`src/rtl/ex_muldiv_unit.sv`:
```
// Iterative MIPS multiply/divide unit: radix-2 shift-add multiply, restoring divide, HI/LO registers.
// Latency WIDTH+1 cycles after launch; busy_o stalls the pipeline, start_i ignored while busy.
module ex_muldiv_unit #(
  parameter int WIDTH = 32
) (
  input  logic             clk_i,
  input  logic             reset_ni,
  input  logic             start_i,
  input  logic [1:0]       op_i,
  input  logic [WIDTH-1:0] a_i,
  input  logic [WIDTH-1:0] b_i,
  input  logic             abort_i,
  input  logic             wr_hi_i,
  input  logic             wr_lo_i,
  input  logic [WIDTH-1:0] wdata_i,
  output logic             busy_o,
  output logic             done_o,
  output logic [WIDTH-1:0] hi_o,
  output logic [WIDTH-1:0] lo_o
);

  localparam int CNT_W = $clog2(WIDTH + 1);

  typedef enum logic [1:0] {ST_IDLE, ST_RUN, ST_FIX} state_t;

  state_t             r_state;
  state_t             w_state_nxt;
  logic               w_launch;
  logic               w_finish;

  logic               r_is_div;
  logic               r_sign_q;
  logic               r_sign_r;
  logic               r_dbz;
  logic               r_done;
  logic [CNT_W-1:0]   r_cnt;
  logic [WIDTH-1:0]   r_opnd;
  logic [WIDTH-1:0]   r_orig_a;
  logic [WIDTH-1:0]   r_hi;
  logic [WIDTH-1:0]   r_lo;
  logic [2*WIDTH-1:0] r_acc;

  // op_i[0]=0 selects the signed variants (MULT, DIV)
  logic               w_signed_op;
  logic [WIDTH-1:0]   w_a_mag;
  logic [WIDTH-1:0]   w_b_mag;

  assign w_signed_op = ~op_i[0];
  assign w_a_mag     = (w_signed_op && a_i[WIDTH-1]) ? -a_i : a_i;
  assign w_b_mag     = (w_signed_op && b_i[WIDTH-1]) ? -b_i : b_i;

  // Multiply: acc = {partial, multiplier}; add multiplicand when LSB set, shift right
  logic [WIDTH:0]     w_mul_sum;
  logic [2*WIDTH-1:0] w_mul_acc;

  assign w_mul_sum = {1'b0, r_acc[2*WIDTH-1:WIDTH]} + (r_acc[0] ? {1'b0, r_opnd} : '0);
  assign w_mul_acc = {w_mul_sum, r_acc[WIDTH-1:1]};

  // Divide: acc = {remainder, dividend/quotient}; shift left, trial-subtract divisor
  logic [WIDTH:0]     w_div_shift;
  logic [WIDTH:0]     w_div_diff;
  logic [2*WIDTH-1:0] w_div_acc;

  assign w_div_shift = r_acc[2*WIDTH-1:WIDTH-1];
  assign w_div_diff  = w_div_shift - {1'b0, r_opnd};
  assign w_div_acc   = w_div_diff[WIDTH]
                     ? {w_div_shift[WIDTH-1:0], r_acc[WIDTH-2:0], 1'b0}
                     : {w_div_diff[WIDTH-1:0],  r_acc[WIDTH-2:0], 1'b1};

  logic [2*WIDTH-1:0] w_prod;
  logic [WIDTH-1:0]   w_res_hi;
  logic [WIDTH-1:0]   w_res_lo;

  assign w_prod = r_sign_q ? -r_acc : r_acc;

  always_comb begin
    w_res_hi = w_prod[2*WIDTH-1:WIDTH];
    w_res_lo = w_prod[WIDTH-1:0];
    if (r_is_div) begin
      if (r_dbz) begin
        w_res_hi = r_orig_a;
        w_res_lo = '1;
      end else begin
        w_res_hi = r_sign_r ? -r_acc[2*WIDTH-1:WIDTH] : r_acc[2*WIDTH-1:WIDTH];
        w_res_lo = r_sign_q ? -r_acc[WIDTH-1:0]       : r_acc[WIDTH-1:0];
      end
    end
  end

  always_comb begin
    w_state_nxt = r_state;
    w_launch    = 1'b0;
    w_finish    = 1'b0;
    case (r_state)
      ST_IDLE: begin
        if (start_i && !abort_i) begin
          w_launch    = 1'b1;
          w_state_nxt = ST_RUN;
        end
      end
      ST_RUN: begin
        if (abort_i) begin
          w_state_nxt = ST_IDLE;
        end else if (r_cnt == CNT_W'(WIDTH - 1)) begin
          w_state_nxt = ST_FIX;
        end
      end
      ST_FIX: begin
        w_state_nxt = ST_IDLE;
        w_finish    = ~abort_i;
      end
      default: w_state_nxt = ST_IDLE;
    endcase
  end

  always_ff @(posedge clk_i) begin
    if (!reset_ni) begin
      r_state  <= ST_IDLE;
      r_done   <= 1'b0;
      r_is_div <= 1'b0;
      r_sign_q <= 1'b0;
      r_sign_r <= 1'b0;
      r_dbz    <= 1'b0;
      r_cnt    <= '0;
      r_opnd   <= '0;
      r_orig_a <= '0;
      r_acc    <= '0;
      r_hi     <= '0;
      r_lo     <= '0;
    end else begin
      r_state <= w_state_nxt;
      r_done  <= w_finish;

      // MTHI/MTLO only land while idle; a same-cycle launch overwrites them later
      if (r_state == ST_IDLE) begin
        if (wr_hi_i) r_hi <= wdata_i;
        if (wr_lo_i) r_lo <= wdata_i;
      end

      if (w_launch) begin
        r_is_div <= op_i[1];
        r_sign_q <= w_signed_op & (a_i[WIDTH-1] ^ b_i[WIDTH-1]);
        r_sign_r <= w_signed_op & a_i[WIDTH-1];
        r_dbz    <= op_i[1] & (b_i == '0);
        r_cnt    <= '0;
        r_orig_a <= a_i;
        r_opnd   <= op_i[1] ? w_b_mag : w_a_mag;
        r_acc    <= {{WIDTH{1'b0}}, (op_i[1] ? w_a_mag : w_b_mag)};
      end

      if (r_state == ST_RUN) begin
        r_cnt <= r_cnt + CNT_W'(1);
        r_acc <= r_is_div ? w_div_acc : w_mul_acc;
      end

      if (w_finish) begin
        r_hi <= w_res_hi;
        r_lo <= w_res_lo;
      end
    end
  end

  assign busy_o = (r_state != ST_IDLE);
  assign done_o = r_done;
  assign hi_o   = r_hi;
  assign lo_o   = r_lo;

endmodule

```
`config.mk`:
```
export PLATFORM = sky130hd
export DESIGN_NAME = ex_muldiv_unit
export DESIGN_NICKNAME = d
export VERILOG_FILES = /design/src/rtl/ex_muldiv_unit.sv
export SDC_FILE = /design/constraint.sdc
export NUM_CORES = 1
export LEC_CHECK = 0
export ABC_AREA = 0
export BUFFER_PORTS_ARGS = -buffer_cell sky130_fd_sc_hd__buf_2
export CAP_MARGIN = 20
export CORE_ASPECT_RATIO = 1.75
export CORE_MARGIN = 4
export CORE_UTILIZATION = 65
export DETAILED_ROUTE_END_ITERATION = 12
export PLACE_DENSITY_LB_ADDON = 0.08
export SYNTH_ARGS = -nofsm -noshare
export SYNTH_HDL_FRONTEND = slang
export SYNTH_SLANG_ARGS = --single-unit
```
`constraint.sdc`:
```
create_clock -name clk_i -period 5.43 [get_ports clk_i]
set_input_delay 1.086 -clock clk_i [delete_from_list [all_inputs] [get_ports clk_i]]
set_output_delay 1.086 -clock clk_i [all_outputs]
set_load 0.005 [all_outputs]
```
After elaboration in Yosys (flattened, before gate mapping) --
Cells that the tools add are included. Widths: inputs -> output; s select.
Storage, ports and cells: flip-flop bits (word level) 205, input port bits 104, output and inout port bits 66, word-level logic and storage cells 76
Operators by class: $add $sub $neg 8, equal/unequal tests 5, multiplexer cells 31, bitwise logic cells 6, reduce and logical (&&, ||, !) cells 14
Operators by type and width (count):
- $mux 32 | 17
- $mux 64 | 5
- $neg 32->32 | 4
- $neg 64->64 | 1
- $add 32x32->33 | 1
- $sub 33x32->33 | 1
- $logic_not 32->1 | 1
- $mux 6 | 2
- $reduce_bool 2->1 | 5
- $add 6x1->6 const B | 1
- $eq 6x5->1 const B | 1
- $mux 2 | 3
- $reduce_and 2->1 | 3
- $pmux 2 s2 | 1
- $and 1x1->1 | 3
- $logic_and 1x1->1 | 3
- $mux 1 | 3
- $ne 3x3->1 const B | 1
- $eq 2x1->1 const B | 1
- $eq 2x2->1 const B | 1
- $logic_not 2->1 | 1
- $ne 2x2->1 const B | 1
- $not 1->1 | 2
- $logic_not 1->1 | 1
- $xor 1x1->1 | 1

Longest topological paths before layout --
depth in word-level cells 6, gate-level depth with buffers 14, mapped depth without buffers 13

Least setup slack after synthesis --
No wires, ideal clock.
path kind in2reg, from input a_i[2], to register r_acc[21], setup time 0.091 ns, arrival time 3.540 ns, data required time 5.339 ns, setup slack 1.799 ns, cell stages on the path 9, path buffers 1, cell sequence buf_6 > or4_4 > or4_4 > or3_4 > o31a_4 > xor2_1 > nor2_1 > a211o_1 > a311oi_1
On the way: word-level cells in the longest chain between the ends 5
Ends and longest elaborated chain:
- start, declared | line 10 | input logic [WIDTH-1:0] a_i,
- $neg 32->32 | line 49 | assign w_a_mag = (w_signed_op && a_i[WIDTH-1]) ? -a_i : a_i;
- $mux 32 | line 49
- $mux 32 | line 148 | r_acc <= {{WIDTH{1'b0}}, (op_i[1] ? w_a_mag : w_b_mag)};
- $mux 64 | line 140 | if (w_launch) begin
- $mux 64 | line 151 | if (r_state == ST_RUN) begin
- end signal, assigned | line 148
- end signal, assigned | line 153 | r_acc <= r_is_div ? w_div_acc : w_mul_acc;
- end, declared | line 41 | logic [2*WIDTH-1:0] r_acc;
Every way passes these cells. The select of a mux whose other input is x is not followed. A chain may end at the register's enable or synchronous reset.

Worst setup path in the final report --
from register r_acc[0], to register r_acc[60]
On the way: word-level cells in the longest chain between the ends 4
Ends and longest elaborated chain:
- $mux 32 | line 56 | assign w_mul_sum = {1'b0, r_acc[2*WIDTH-1:WIDTH]} + (r_acc[0] ? {1'b0, r_opnd} : '0);
- $add 32x32->33 | line 56
- $mux 64 | line 153
- $mux 64 | line 151
Every way passes these cells.

==> metrics <==
final worst setup slack 1.29 ns; share of cells above drive strength 1 0.128; Cell Rows 77; gate count of the mapped netlist 2252; pwr/cell area 249 nW/um^2; Setup TNS 0 ns; CP Max Fanout 31; reg2reg start r_acc[0]; largest cells by area after synthesis dfxtp_1, mux2i_1, nand2_1, a21oi_1, xor2_1; Critical Path RT 5.85 ns; Final Total Pwr 4.60 mW; grt ovf 0; Tightest Pin Transition 1.16 ns; cells along the critical path inv_1 > buf_4 > nor2_1 > ha_1 > a2111oi_0 > o21ai_0 > a211oi_1 > buf_4 > nand2_1 > a311o_1 > a32o_1 > a221oi_1 > mux2i_1 > o211ai_1; hold path startpoint r_opnd[19]; Placer Congestion 1.03; die height 221 um; ys async rst share 0; Seq/Total Area, Yosys 0.243; clock slew at reported path FFs 0.08 ns; Initial Util 0.665; Final Hold Viols 0; DP Wirelength 51200 um; clk root buf clkbuf_16; Worst R2R Setup Slack 1.29 ns; vias in the first global route 17900; r2r worst-path depth 14; global-route wire length before repair 103000 um; CP most frequent cell buf_4; Post-Syn Nets 2427; DRC violations left 0; clk buf depth 3; initial antenna violation count 3; maximum vdd drop 233 uV; Pleak 7.75 nW; Layout Nets 2466; distinct cell type count after synthesis 78; CP endpoint kind flop; H-tree levels 1; delay-heaviest family, CP compound AO/OA/AOI/OAI gates; Detail Route Antenna Nets 0; Die W 130 um; Buf/Inv on CP 3; Setup Buffers After CTS 0; Final min period 4.14 ns; unrepaired setup endpoints after global routing no; cts bufs inserted 22; post-cts resize count 0; reg-to-reg endpoint r_acc[60]; clk_skew 0.0153 ns; worst-skew pair later-pin latency 0.54 ns; post-synthesis instance area 16900 um^2; mean post-synth cell area 7.51 um^2; Clock Sinks 205; fmax 0.242 GHz; Max Slew Vio Count 0; Yosys reg bits 205; most area-hungry cell type in the Yosys netlist dfxtp_1; Synth top area share 0.243; vias per cell 7.08; ys flop type dfxtp_1; Iter 0 DRT Violations 2248; Setup CP Type reg2reg; Die ar. 28800 um^2; YS warnings 0; status completed; post-DR wirelength/cell 26.3 um; largest stage delay on the critical path 0.60 ns; CTS tree built; GRT Resource Usage Total 0.460; DP Worst Slack 1.45 ns; hold depth 2; cts hold-fix bufs 0; Layout area overhead 9.57%; # IOs 170; Worst EP arrival 4.56 ns; # setup viols final 0; Core Area 25400 um^2; DRT Pass-1 Iters 6; final worst-path cycle share 0.762; largest net degree at the start of global routing 115; Vias 18600; Hold Crit Class reg2reg; slowest stage cell, crit path dfxtp_1; Worst slew margin 0.227; final WL 68900 um; port bufs 169; startpoint types flop; hold endpoint r_opnd[19]; Max-Cap Viols 0; number of flops mapped to enable cells by yosys 0
[cell usage in the layout, fill, tap and decap left out, types with 12 or more instances in the layout]
master     synthesis  final
and3_1            13     13
a22oi_1           18     18
a21oi_1          181    180
nor2b_1           15     14
a311oi_1          12     12
clkbuf_16          0     24
nor4_1            15     15
a21o_1            42     42
nand3_1           43     43
nor2_1           199    197
xor2_1           103    102
a221oi_1          43     43
dfxtp_1          205    202
ha_1              69     69
mux2i_1          125    125
nand4_1           13     13
o31ai_1           32     32
xnor2_1           95     95
o21ai_0          138    138
mux2_2            24     24
o211ai_1          30     30
buf_4              3     26
nand2b_1          25     25
buf_2              4    169
inv_1             61     61
nand2_1          268    268
o41ai_1           12     12
a211oi_1          78     78
a31oi_1           13     13
or3_1             19     19
nor3_1            34     34
[worst max-delay path by stage]
stage             start   endpoint  slack [ns]  cells past startpoint
2_1_floorplan    a_i[2]  r_acc[21]        1.80                      9
3_3_place_gp     b_i[0]  r_acc[28]        1.51                     12
3_5_place_dp   r_acc[0]  r_acc[60]        1.45                     14
4_1_cts        r_acc[0]  r_acc[60]        1.44                     14
5_1_grt        r_acc[0]  r_acc[60]        1.04                     14
6_report       r_acc[0]  r_acc[60]        1.29                     14
[per-stage QoR]
| step | instance area, um^2 | cells | hold WS [ns] | util |
|---|---|---|---|---|
| finish | 18500 | 2623 | 0.461 | 0.728 |
| CTS | 18500 | 2619 | 0.459 | 0.727 |
| floorplan | 16900 | 2252 | 0.432 | - |
| global placement | 17700 | 2582 | 0.444 | 0.697 |
| global route | 18500 | 2623 | 0.476 | 0.728 |
| detailed placement | 17700 | 2582 | 0.449 | 0.697 |
[logic make-up after synthesis]
family,Yosys count,synth area share
adder cells (fa/ha/maj),71,0.0534
buffers and inverters,245,0.0558
flip-flops,205,0.243
XOR/XNOR,198,0.103
AO/OA/AOI/OAI,680,0.264
AND/OR/NAND/NOR,704,0.192
multiplexers,149,0.0900
[registers in the layout, indices dropped and copies added, names as in the netlist]
register,flops
r_acc,64
hi_o,32
lo_o,32
r_opnd,32
r_orig_a,32
r_cnt,6
r_state,2
done_o,1
r_dbz,1
r_is_div,1
r_sign_q,1
r_sign_r,1
[layer usage]
layer	vias up	wire length, um	GRT usage
li1	8203	-	-
met1	8533	22200	0.491
met2	1384	32000	0.753
met3	458	6530	0.0854
met4	0	8190	0.411
met5	-	0	0
[worst min-delay path, cell delays in order (launching register included)]
cell and delay [ns]:
dfxtp_1 0.31, nand2_1 0.05, a21oi_1 0.05
[where the power goes]
| part | internal (mW) | switching (mW) |
|---|---|---|
| sequential | 1.59 | 0.121 |
| combinational | 0.457 | 0.768 |
| clock | 0.963 | 0.710 |
| total | 3.01 | 1.60 |
[area by class of cell]
cell class | instances | area (um^2)
antenna | 3 | 7.51
clock buffer | 26 | 618
clock inverter | 11 | 149
fill | 2066 | 6910
inverter | 62 | 235
multi-input combinational | 1802 | 11900
sequential | 205 | 4110
tap | 316 | 395
timing repair buffer | 198 | 1110
[cell usage after synthesis, types with 4 or more instances]
| library cell | count |
|---|---|
| nor3b_1 | 6 |
| a21boi_0 | 7 |
| nor3_1 | 34 |
| mux2_2 | 24 |
| a31oi_1 | 13 |
| a311oi_1 | 12 |
| xnor2_1 | 95 |
| nand3b_1 | 10 |
| o41ai_1 | 12 |
| nand4_1 | 13 |
| nor2_1 | 199 |
| a22oi_1 | 18 |
| nor2b_1 | 15 |
| nand2_1 | 268 |
| xor2_1 | 103 |
| nand2b_1 | 25 |
| mux2i_1 | 125 |
| a221oi_1 | 43 |
| o31ai_1 | 32 |
| o211ai_1 | 30 |
| inv_1 | 61 |
| clkbuf_1 | 157 |
| a21o_1 | 42 |
| nor4_1 | 15 |
| ha_1 | 69 |
| o21a_1 | 9 |
| a211oi_1 | 78 |
| dfxtp_1 | 205 |
| o22ai_1 | 8 |
| o21bai_1 | 9 |
| and2_1 | 7 |
| o21ai_0 | 138 |
| a21oi_1 | 181 |
| or4_1 | 11 |
| buf_2 | 4 |
| nand3_1 | 43 |
| or3_1 | 19 |
| a221o_1 | 4 |
| or2_2 | 9 |
| buf_1 | 18 |
| o31a_1 | 4 |
| and3_1 | 13 |
| o221ai_1 | 5 |
Power figures use the tool's default switching activity.
